==> config.mk <==
export PLATFORM = sky130hd
export DESIGN_NAME = bin_to_bcd_seq
export DESIGN_NICKNAME = d
export VERILOG_FILES = /design/src/rtl/bcd_pkg.sv /design/src/rtl/bcd_digit_adjust.sv /design/src/rtl/bin_to_bcd_seq.sv
export SDC_FILE = /design/constraint.sdc
export NUM_CORES = 1
export LEC_CHECK = 0
export ABC_CLOCK_PERIOD_IN_PS = 10000
export CORE_UTILIZATION = 60
export DETAILED_ROUTE_END_ITERATION = 12
export PLACE_DENSITY = 0.9
export REMOVE_ABC_BUFFERS = 1
export SLEW_MARGIN = 10
export SYNTH_ARGS = -nofsm -noshare
export SYNTH_HDL_FRONTEND = slang
export SYNTH_HIERARCHICAL = 1
export SYNTH_SLANG_ARGS = --single-unit
==> constraint.sdc <==
create_clock -name clock -period 10 [get_ports clock]
set_input_delay 1.5 -clock clock [delete_from_list [all_inputs] [get_ports clock]]
set_output_delay 1.5 -clock clock [all_outputs]
set_load 0.03 [all_outputs]
==> src/rtl/bcd_pkg.sv <==
// bcd_pkg: shared FSM state type, default sizing and leading-digit helper for bin_to_bcd_seq.
// Rev 1.0
`default_nettype none

package bcd_pkg;

  typedef enum logic [1:0] {
    IDLE   = 2'd0,
    SHIFT  = 2'd1,
    FINISH = 2'd2
  } bcd_state_t;

  localparam int DEF_WIDTH  = 32;
  localparam int DEF_DIGITS = 10;
  // Widest digit vector the helper accepts; digit_count is 4 bits, so 15 digits is the ceiling.
  localparam int MAX_DIGITS = 15;

  function automatic logic [3:0] lead_digit_count(input logic [4*MAX_DIGITS-1:0] v);
    logic [3:0] n;
    n = 4'd1;
    for (int i = 0; i < MAX_DIGITS; i++) begin
      if (v[4*i +: 4] != 4'd0) n = 4'(i + 1);
    end
    return n;
  endfunction

endpackage

`default_nettype wire

==> src/rtl/bcd_digit_adjust.sv <==
// bcd_digit_adjust: double-dabble correction, adds 3 to a BCD digit that is 5 or more.
// Rev 1.0
`default_nettype none

module bcd_digit_adjust (
  input  logic [3:0] din,
  output logic [3:0] dout
);

  assign dout = (din >= 4'd5) ? din + 4'd3 : din;

endmodule

`default_nettype wire

==> src/rtl/bin_to_bcd_seq.sv <==
// bin_to_bcd_seq: one-bit-per-clock double-dabble binary to packed BCD with significant-digit count.
// Rev 1.0
`default_nettype none

module bin_to_bcd_seq
  import bcd_pkg::*;
#(
  parameter int WIDTH  = DEF_WIDTH,
  parameter int DIGITS = DEF_DIGITS
) (
  input  logic                  clock,
  input  logic                  reset,
  input  logic                  start,
  input  logic [WIDTH-1:0]      bin,
  output logic                  busy,
  output logic                  done,
  output logic [4*DIGITS-1:0]   bcd,
  output logic [3:0]            digit_count
);

  localparam int CW = $clog2(WIDTH + 1);

  bcd_state_t                state;
  bcd_state_t                state_next;
  logic                      start_q;
  logic                      trig;
  logic [WIDTH-1:0]          bin_sr;
  logic [4*DIGITS-1:0]       work;
  logic [4*DIGITS-1:0]       work_adj;
  logic [4*MAX_DIGITS-1:0]   work_ext;
  logic [CW-1:0]             cnt;

  assign trig = start & ~start_q;
  assign busy = (state != IDLE);

  generate
    for (genvar d = 0; d < DIGITS; d++) begin : g_adjust
      bcd_digit_adjust u_adj (
        .din  (work[4*d +: 4]),
        .dout (work_adj[4*d +: 4])
      );
    end
  endgenerate

  always_comb begin
    work_ext                = '0;
    work_ext[4*DIGITS-1:0]  = work;
  end

  always_ff @(posedge clock or posedge reset) begin
    if (reset) state <= IDLE;
    else       state <= state_next;
  end

  always_comb begin
    state_next = state;
    case (state)
      IDLE:    if (trig) state_next = SHIFT;
      SHIFT:   if (cnt == CW'(1)) state_next = FINISH;
      FINISH:  state_next = IDLE;
      default: state_next = IDLE;
    endcase
  end

  always_ff @(posedge clock or posedge reset) begin
    if (reset) begin
      start_q     <= 1'b0;
      bin_sr      <= '0;
      work        <= '0;
      cnt         <= '0;
      done        <= 1'b0;
      bcd         <= '0;
      digit_count <= 4'd0;
    end else begin
      start_q <= start;
      done    <= 1'b0;
      case (state)
        IDLE: begin
          if (trig) begin
            bin_sr <= bin;
            work   <= '0;
            cnt    <= CW'(WIDTH);
          end
        end
        SHIFT: begin
          // Correct digits first, then shift the next binary MSB into the BCD LSB.
          work   <= {work_adj[4*DIGITS-2:0], bin_sr[WIDTH-1]};
          bin_sr <= {bin_sr[WIDTH-2:0], 1'b0};
          cnt    <= cnt - CW'(1);
        end
        FINISH: begin
          bcd         <= work;
          digit_count <= lead_digit_count(work_ext);
          done        <= 1'b1;
        end
        default: ;
      endcase
    end
  end

endmodule

`default_nettype wire
==> flow_summary_export.csv, run 1 <==
group,metric,value,unit
outcome,outcome,"completed",
routing,via_per_inst,5.57,
global_route,first_global_vias,5191,
cts,cts_sinks,126,
floorplanning,pin_count,81,
timing,max_freq,299,MHz
timing,fin_setup_tns,0,ns
global_route,grt_pass1_wl,23000,um
synth,netlist_area,6120,um^2
layout,syn2layout_area_growth,24.6,%
routing,wl_per_cell,14.7,um
global_route,antenna_found_initial,0,
cts,root_buffer,"clkbuf_8",
layout,post-route-util,0.776,
floorplanning,core.rowCount,36,
layout,fillCellCount,677,
layout,diodes,0,
routing,vias,5183,
cts,post_cts_buffers,0,
pwr,power_per_cell_area,342,nW/um^2
cts,clock_path_buffers,2,
setup_path,arrival,1.84,ns
timing,hold_violations,0,
cts,postCtsHoldBufs,0,
cts,clk_pin_slew,0.06,ns
place,hpwl,8420,um
floorplanning,die-area,10600,um^2
setup_path,cp-end-kind,"output pin",
setup_path,path_max_fanout,5,
routing,drc,0,
setup_path,path_class,"reg -> out",
floorplanning,start_util,0.623,
routing,postRouteAntennaNets,0,
floorplanning,die_y,103,um
setup_path,crit_path_top_delay_cell,"clkdlybuf4s50_1",
timing,timing.final.crit_share,0.334,
synth,syn_inst,713,
global_route,track_usage,0.284,
setup_path,start_kind,"flip-flop",
timing,clock_skew,0.00540,ns
setup_path,required,8.50,ns
place,portBuffers,80,
flow_run,maxCapViolations,0,
place,gp_congestion,0.762,
pwr,irDropWorstVdd,153,uV
pwr,p_leak,3.68,nW
synth,yosys_warnings,6,
cts,cts_resized,0,
routing,drtIter0Drc,356,
timing,setup_viol,0,
timing,tightest_slew,1.12,ns
setup_path,critPathMaxStageDelay,0.60,ns
routing,totalWireLength,13700,um
routing,first_pass_iters,5,
timing,fin_crit,3.34,ns
layout,drive_gt1_frac,0.0678,
global_route,grt_overflow_total,0,
synth,synth_area_per_cell,8.58,um^2
floorplanning,core_area,9820,um^2
cts,cts_tree,"done",
timing,rsz0062_at_grt,"no",
setup_path,cp_cell_sequence,"or2_1, clkdlybuf4s50_1",
cts,insertion_delay,0.53,ns
cts,htree_levels,4,
global_route,grt_max_degree,79,
cts,numCtsBuffers,17,
hold_path,hp-class,"reg -> reg",
timing,slew_headroom,0.250,
floorplanning,fp.dieW,103,um
layout,nets,841,
timing,drv_slew,0,
==> routing by layer <==
metal	routed length [um]	global-route usage	vias up	part of all wire
met2	6900	0.491	187	0.50
li1	-	-	2466	-
met1	5680	0.337	2499	0.42
met5	0	0	-	0
met4	310	0.125	0	0.023
met3	782	0.0719	31	0.057
==> placed cells by master (no fill, tap or decap), drive strengths merged, types with 11 or more instances in the layout <==
cell and count:
nand2 311, dfrtp 126, clkdlybuf4s50 80, o21ai 66, a22oi 32, inv 23
nand2b 22, ha 22, clkbuf 22, nor2 15, a21oi 11
==> critical path, delay by kind of cell (launching register included) <==
kind / cells / cell delay, ns
buffers and inverters: 1 / 0.60
AND/OR/NAND/NOR: 1 / 0.26
flip-flops: 1 / 0.46
==> flip-flops by register name, summed over array words and instances (netlist names) <==
signal / count
cnt: 6
bcd: 40
work: 40
bin_sr: 32
digit_count: 4
state: 2
start_q: 1
done: 1
==> layout make-up <==
class                      count  area (um^2)  area share
timing repair buffer          86          846       0.111
inverter                      24         92.6      0.0121
sequential                   126         3150       0.414
tap                          133          166      0.0218
multi-input combinational    529         2740       0.360
clock buffer                  22          463      0.0607
clock inverter                10          160      0.0210
==> power by group <==
group          switching (mW)  internal (mW)  leakage, nW
Clock                   0.220          0.424        0.293
Sequential              0.201          0.713         1.63
Combinational           0.623          0.424         1.75
==> worst paths after layout <==
kind                                      startpoint                endpoint  slack (ns)  depth (start not counted)
worst max-delay path            state[1]$_DFFE_PP0P_                    busy        6.66                          2
worst min-delay path             bcd[10]$_DFFE_PP0P_     bcd[10]$_DFFE_PP0P_        0.47                          2
worst max register to register  state[0]$_DFFE_PP0P_      cnt[0]$_DFFE_PP0P_        7.67                          5
worst min register to register   bcd[10]$_DFFE_PP0P_     bcd[10]$_DFFE_PP0P_        0.47                          2
max in group asynchronous                      reset    work[18]$_DFFE_PP0P_        7.18                          3
min in group asynchronous                      reset  bin_sr[30]$_DFFE_PP0P_        1.42                          2
==> metrics by stage <==
step | cell area [um^2] | setup WS (ns) | std cells | power, mW | hold slack, ns
finish | 7620 | 6.66 | 930 | 2.61 | 0.471
global route | 7620 | 6.58 | 930 | 2.78 | 0.495
CTS | 7620 | 6.64 | 930 | 2.61 | 0.475
detailed placement | 7000 | 6.21 | 898 | 1.94 | 0.462
global placement | 7000 | 6.40 | 898 | 1.86 | 0.457
floorplan | 5960 | 4.19 | 679 | 1.61 | 0.446
(Power assumes the default switching activity.)
==> run 2, diff against run 1 <==
--- a/config.mk
+++ b/config.mk
@@ -5,10 +5,10 @@
 export SDC_FILE = /design/constraint.sdc
 export NUM_CORES = 1
 export LEC_CHECK = 0
-export ABC_CLOCK_PERIOD_IN_PS = 10000
-export CORE_UTILIZATION = 60
+export ABC_CLOCK_PERIOD_IN_PS = 2800
+export CORE_UTILIZATION = 50
 export DETAILED_ROUTE_END_ITERATION = 12
-export PLACE_DENSITY = 0.9
+export PLACE_DENSITY = 0.8
 export REMOVE_ABC_BUFFERS = 1
 export SLEW_MARGIN = 10
 export SYNTH_ARGS = -nofsm -noshare
==> constraint.sdc (replaced) <==
create_clock -name clock -period 2.8 [get_ports clock]
set_input_delay 0.42 -clock clock [delete_from_list [all_inputs] [get_ports clock]]
set_output_delay 0.42 -clock clock [all_outputs]
set_load 0.03 [all_outputs]
==> run 2 against run 1 <==
Clock power grew to 3.6 times the previous value. Worst setup slack lost 6.0 ns. Largest cell class unchanged. Sequential cell count is the same. Die area grew 20%. Hold slack lost 0.030 ns. Register-to-register slack lost 6.6 ns. Total power grew to 3.6 times the previous value. Critical path depth is the same.
==> flow_summary_export.csv, run 2 (synthesized netlist as in run 1, its figures left out) <==
group,metric,value,unit
cts,clock_path_buffers,2,
routing,first_pass_iters,5,
routing,vias,5054,
timing,slew_headroom,0.582,
layout,nets,846,
setup_path,crit_path_top_delay_cell,"clkdlybuf4s50_1",
setup_path,arrival,1.72,ns
layout,final_cell_mix,"nand2_1 (311), dfrtp_1 (126), clkdlybuf4s50_1 (80)",
cts,root_buffer,"clkbuf_16",
cts,post_cts_buffers,0,
floorplanning,core_area,12000,um^2
timing,drv_slew,0,
pwr,irDropWorstVdd,507,uV
setup_path,cp-end-kind,"output pin",
layout,drive_gt1_frac,0.0736,
routing,via_per_inst,5.33,
global_route,first_global_vias,5046,
global_route,grt_pass1_wl,22700,um
layout,layout_commonest_cell,"nand2_1",
routing,drc,0,
timing,clock_skew,0.00659,ns
layout,fillCellCount,964,
pwr,p_leak,3.72,nW
routing,drtIter0Drc,243,
setup_path,start_kind,"flip-flop",
floorplanning,die_y,113,um
cts,insertion_delay,0.41,ns
timing,timing.final.crit_share,0.764,
floorplanning,fp.dieW,113,um
timing,fin_crit,2.14,ns
layout,syn2layout_area_growth,25.9,%
timing,rsz0062_at_grt,"no",
cts,numCtsBuffers,17,
flow_run,maxCapViolations,0,
floorplanning,start_util,0.511,
setup_path,r2r-start,"state[0]$_DFFE_PP0P_",
timing,setup_viol,0,
setup_path,path_class,"reg -> out",
routing,postRouteAntennaNets,0,
setup_path,cp_cell_sequence,"or2_1, clkdlybuf4s50_1",
cts,clk_pin_slew,0.06,ns
floorplanning,die-area,12700,um^2
global_route,grt_overflow_total,0,
place,gp_congestion,0.785,
cts,cts_sinks,126,
setup_path,critPathMaxStageDelay,0.59,ns
cts,cts_tree,"done",
place,hpwl,8610,um
global_route,grt_max_degree,49,
pwr,power_per_cell_area,1210,nW/um^2
cts,postCtsHoldBufs,0,
global_route,track_usage,0.224,
floorplanning,core.rowCount,40,
setup_path,crit_start,"state[1]$_DFFE_PP0P_",
cts,htree_levels,4,
setup_path,critical_path.top_delay_family,"buffers and inverters",
timing,tightest_slew,0.627,ns
outcome,outcome,"completed",
setup_path,crit_buf_inv,1,
layout,diodes,0,
timing,worst_hold_slack,0.440,ns
timing,max_freq,467,MHz
cts,cts_resized,0,
place,portBuffers,80,
timing,fin_setup_tns,0,ns
routing,wl_per_cell,14.0,um
hold_path,hp-class,"in -> async",
timing,hold_violations,0,
routing,totalWireLength,13200,um
global_route,antenna_found_initial,0,
floorplanning,pin_count,81,
setup_path,path_max_fanout,5,
setup_path,required,2.38,ns
layout,top_regs,"bcd (40), work (40), bin_sr (32)",
==> run 2: cell types whose count changed in the layout (fill, tap and decap cells not counted), sizes merged <==
| cell | before | now |
|---|---|---|
| clkinv | 3 | 6 |
| buf | 6 | 11 |
| clkbuf | 22 | 21 |
| clkinvlp | 4 | 2 |
==> run 2: worst paths after layout <==
path                                                to  slack (ns)  cells past startpoint
worst max register to register      cnt[4]$_DFFE_PP0P_        1.06                      5
worst min-delay path            bin_sr[16]$_DFFE_PP0P_        0.44                      2
worst min register to register     bcd[35]$_DFFE_PP0P_        0.47                      2
max in group asynchronous         work[27]$_DFFE_PP0P_        1.68                      3
min in group clock                 bcd[35]$_DFFE_PP0P_        0.47                      2
worst max-delay path                              busy        0.66                      2
==> run 2: layout make-up <==
class                      instances  area [um^2]  area share
sequential                       126         3150       0.409
multi-input combinational        529         2740       0.356
timing repair buffer              91          908       0.118
clock buffer                      21          460      0.0598
tap                              147          184      0.0239
clock inverter                    11          164      0.0213
inverter                          24         92.6      0.0120
==> run 2: metrics by stage <==
stage               total power, mW  utilization  instance area (um^2)  setup WS [ns]  std cells
floorplan                      5.74            -                  5960          -1.96        679
global placement               6.69        0.592                  7080          0.875        917
detailed placement             6.96        0.592                  7080          0.839        917
CTS                            9.34        0.644                  7700          0.630        949
global route                   9.95        0.644                  7700          0.611        949
finish                         9.29        0.644                  7700          0.660        949
==> run 2: worst reg2reg max path, delay by kind of cell (launching register included) <==
| kind | cells | cell delay [ns] |
|---|---|---|
| compound gates | 2 | 0.46 |
| flops | 1 | 0.44 |
| simple gates | 2 | 0.35 |
| buf+inv | 1 | 0.35 |
==> run 2: per-layer routing <==
layer / track usage / wire (um)
met1: 0.269 / 5660
met2: 0.393 / 6810
met3: 0.0529 / 620
met4: 0.0836 / 153
met5: 0 / 0
==> run 2: where the power goes <==
group	internal, mW	switching (mW)
combinational	1.54	2.18
sequential	2.54	0.697
clock	1.53	0.789
total	5.62	3.67
==> run 3, diff against run 2 <==
--- a/config.mk
+++ b/config.mk
@@ -5,7 +5,7 @@
 export SDC_FILE = /design/constraint.sdc
 export NUM_CORES = 1
 export LEC_CHECK = 0
-export ABC_CLOCK_PERIOD_IN_PS = 2800
+export ABC_CLOCK_PERIOD_IN_PS = 1840
 export CORE_UTILIZATION = 50
 export DETAILED_ROUTE_END_ITERATION = 12
 export PLACE_DENSITY = 0.8
==> constraint.sdc (replaced) <==
create_clock -name clock -period 1.84 [get_ports clock]
set_input_delay 0.276 -clock clock [delete_from_list [all_inputs] [get_ports clock]]
set_output_delay 0.276 -clock clock [all_outputs]
set_load 0.03 [all_outputs]
==> run 3 against run 2 <==
Critical path depth is 1 lower. Critical endpoint is now bcd[21]. Largest cell class unchanged. Highest routed layer unchanged. Global-route usage is 0.12 points lower. Total power is 50% higher. Worst setup slack worse by 0.60 ns.
==> flow_summary_export.csv, run 3 (synthesized netlist as in run 1, its figures left out) <==
group,metric,value,unit
layout,final_cell_mix,"nand2_1 (311), dfrtp_1 (126), clkdlybuf4s50_1 (79)",
global_route,grt-busiest-layer,"met2",
timing,hold_violations,0,
floorplanning,pin_count,81,
routing,first_pass_iters,6,
pwr,p_seq_frac,0.354,
global_route,grt_overflow_total,0,
timing,fin_crit,1.78,ns
routing,vias,5045,
global_route,gr-usage-met1,0.274,
layout,nets,846,
setup_path,ff2ff_setup_slack,0.14,ns
setup_path,critical_path.top_delay_family,"buffers and inverters",
layout,drive_gt1_frac,0.0748,
routing,postRouteAntennaNets,0,
floorplanning,fp.dieW,113,um
timing,tightest_slew,0.684,ns
global_route,first_global_vias,5050,
outcome,outcome,"completed",
floorplanning,core_area,12000,um^2
cts,cts_sinks,126,
routing,totalWireLength,12800,um
routing,wl_per_cell,13.5,um
pwr,power_per_cell_area,1800,nW/um^2
timing,rsz0062_at_grt,"no",
place,portBuffers,80,
cts,root_buffer,"clkbuf_16",
pwr,combPwrFrac,0.409,
global_route,met2_usage,0.374,
setup_path,cp-end-kind,"output pin",
floorplanning,die_y,113,um
timing,max_freq,563,MHz
timing,timing.final.crit_share,0.965,
layout,syn2layout_area_growth,26.1,%
setup_path,crit_path_top_delay_cell,"clkdlybuf4s50_1",
global_route,grt_pass1_wl,22500,um
cts,htree_levels,4,
global_route,antenna_found_initial,0,
setup_path,path_max_fanout,2,
global_route,track_usage,0.223,
setup_path,crit_buf_inv,1,
hold_path,hp-class,"in -> async",
cts,insertion_delay,0.41,ns
place,gp_congestion,0.772,
place,hpwl,8310,um
setup_path,start_kind,"flip-flop",
floorplanning,start_util,0.511,
timing,clock_skew,0.00797,ns
timing,drv_slew,0,
timing,worst_hold_slack,0.306,ns
pwr,p_leak,3.72,nW
pwr,pwr-share-clk,0.237,
setup_path,required,1.56,ns
cts,numCtsBuffers,17,
cts,postCtsHoldBufs,0,
layout,layout_commonest_cell,"nand2_1",
cts,cts_tree,"done",
pwr,total_power,13.9,mW
routing,via_per_inst,5.32,
cts,clk_pin_slew,0.05,ns
cts,clock_path_buffers,2,
layout,diodes,0,
setup_path,path_class,"reg -> out",
floorplanning,die-area,12700,um^2
flow_run,maxCapViolations,0,
setup_path,critPathMaxStageDelay,0.72,ns
layout,top_regs,"bcd (40), work (40), bin_sr (32)",
pwr,p_sw,5.52,mW
setup_path,arrival,1.50,ns
layout,post-route-util,0.645,
timing,setup_viol,0,
global_route,grt_max_degree,75,
routing,drtIter0Drc,331,
global_route,grt_use_met3,0.0637,
setup_path,cp_cell_sequence,"clkdlybuf4s50_1",
pwr,p_int,8.40,mW
pwr,irDropWorstVdd,780,uV
routing,drc,0,
timing,slew_headroom,0.543,
layout,fillCellCount,945,
floorplanning,core.rowCount,40,
pwr,swShare,0.397,
==> run 3: changes by cell type in the layout (fill, tap and decap cells not counted) <==
cell	delta
clkinvlp_4	+1
clkdlybuf4s50_1	-1
dlygate4sd2_1	+1
buf_4	-4
bufinv_16	-2
clkbuf_1	-1
buf_6	+1
nor2_4	+1
buf_12	+2
clkbuf_8	+2
buf_8	+1
nor2_2	-1
==> run 3: worst reg2reg max path: cells and delay by family, from the launching register on <==
kind	cells	cell delay, ns
flops	1	0.46
compound gates	1	0.24
simple gates	1	0.38
buf+inv	1	0.47
==> run 3: power groups by stage <==
stage,clock network (mW),logic [mW],registers [mW]
2_1_floorplan,0,3.37,5.31
4_1_cts,3.36,5.71,4.91
6_report,3.30,5.69,4.93
5_1_grt,3.52,6.41,5.11
3_5_place_dp,0,5.68,4.93
3_3_place_gp,0,5.36,4.87
==> run 3: final cells by class <==
cell class | instances | area (um^2) | share of cell area
clock buffers | 22 | 484 | 0.0628
flip-flops and latches | 126 | 3150 | 0.409
clock inverters | 10 | 111 | 0.0144
repair buffers | 91 | 943 | 0.122
well taps | 147 | 184 | 0.0238
multi-input cells | 529 | 2750 | 0.356
inverters | 24 | 92.6 | 0.0120
==> run 3: layer usage <==
metal,routed length (um),vias up
met1,5610,2412
li1,-,2478
met3,775,14
met2,6310,141
met5,0,-
met4,116,0
==> run 3: final timing paths <==
kind,start,to,cells after the start
max,bcd[21]$_DFFE_PP0P_,bcd[21],1
min,reset,bin_sr[29]$_DFFE_PP0P_,3
max reg2reg,state[1]$_DFFE_PP0P_,work[22]$_DFFE_PP0P_,3
min reg2reg,bcd[10]$_DFFE_PP0P_,bcd[10]$_DFFE_PP0P_,2
max in group asynchronous,reset,digit_count[0]$_DFFE_PP0P_,3
min in group clock,start,start_q$_DFF_PP0_,1
==> run 3: timing repair <==
action | in CTS | in global routing
buffers inserted | 0 | 0
gates resized for setup | 3 | 2
endpoints found under the setup margin | 6 | 41
==> run 3: metrics by stage <==
step,cells,area [um^2],TNS [ns],setup slack [ns]
detailed placement,917,7100,-16.13,-0.331
finish,949,7710,0,0.0640
floorplan,679,5960,-433.26,-2.92
global route,949,7710,0,0.00924
CTS,949,7710,0,0.0332
global placement,917,7100,-10.83,-0.178
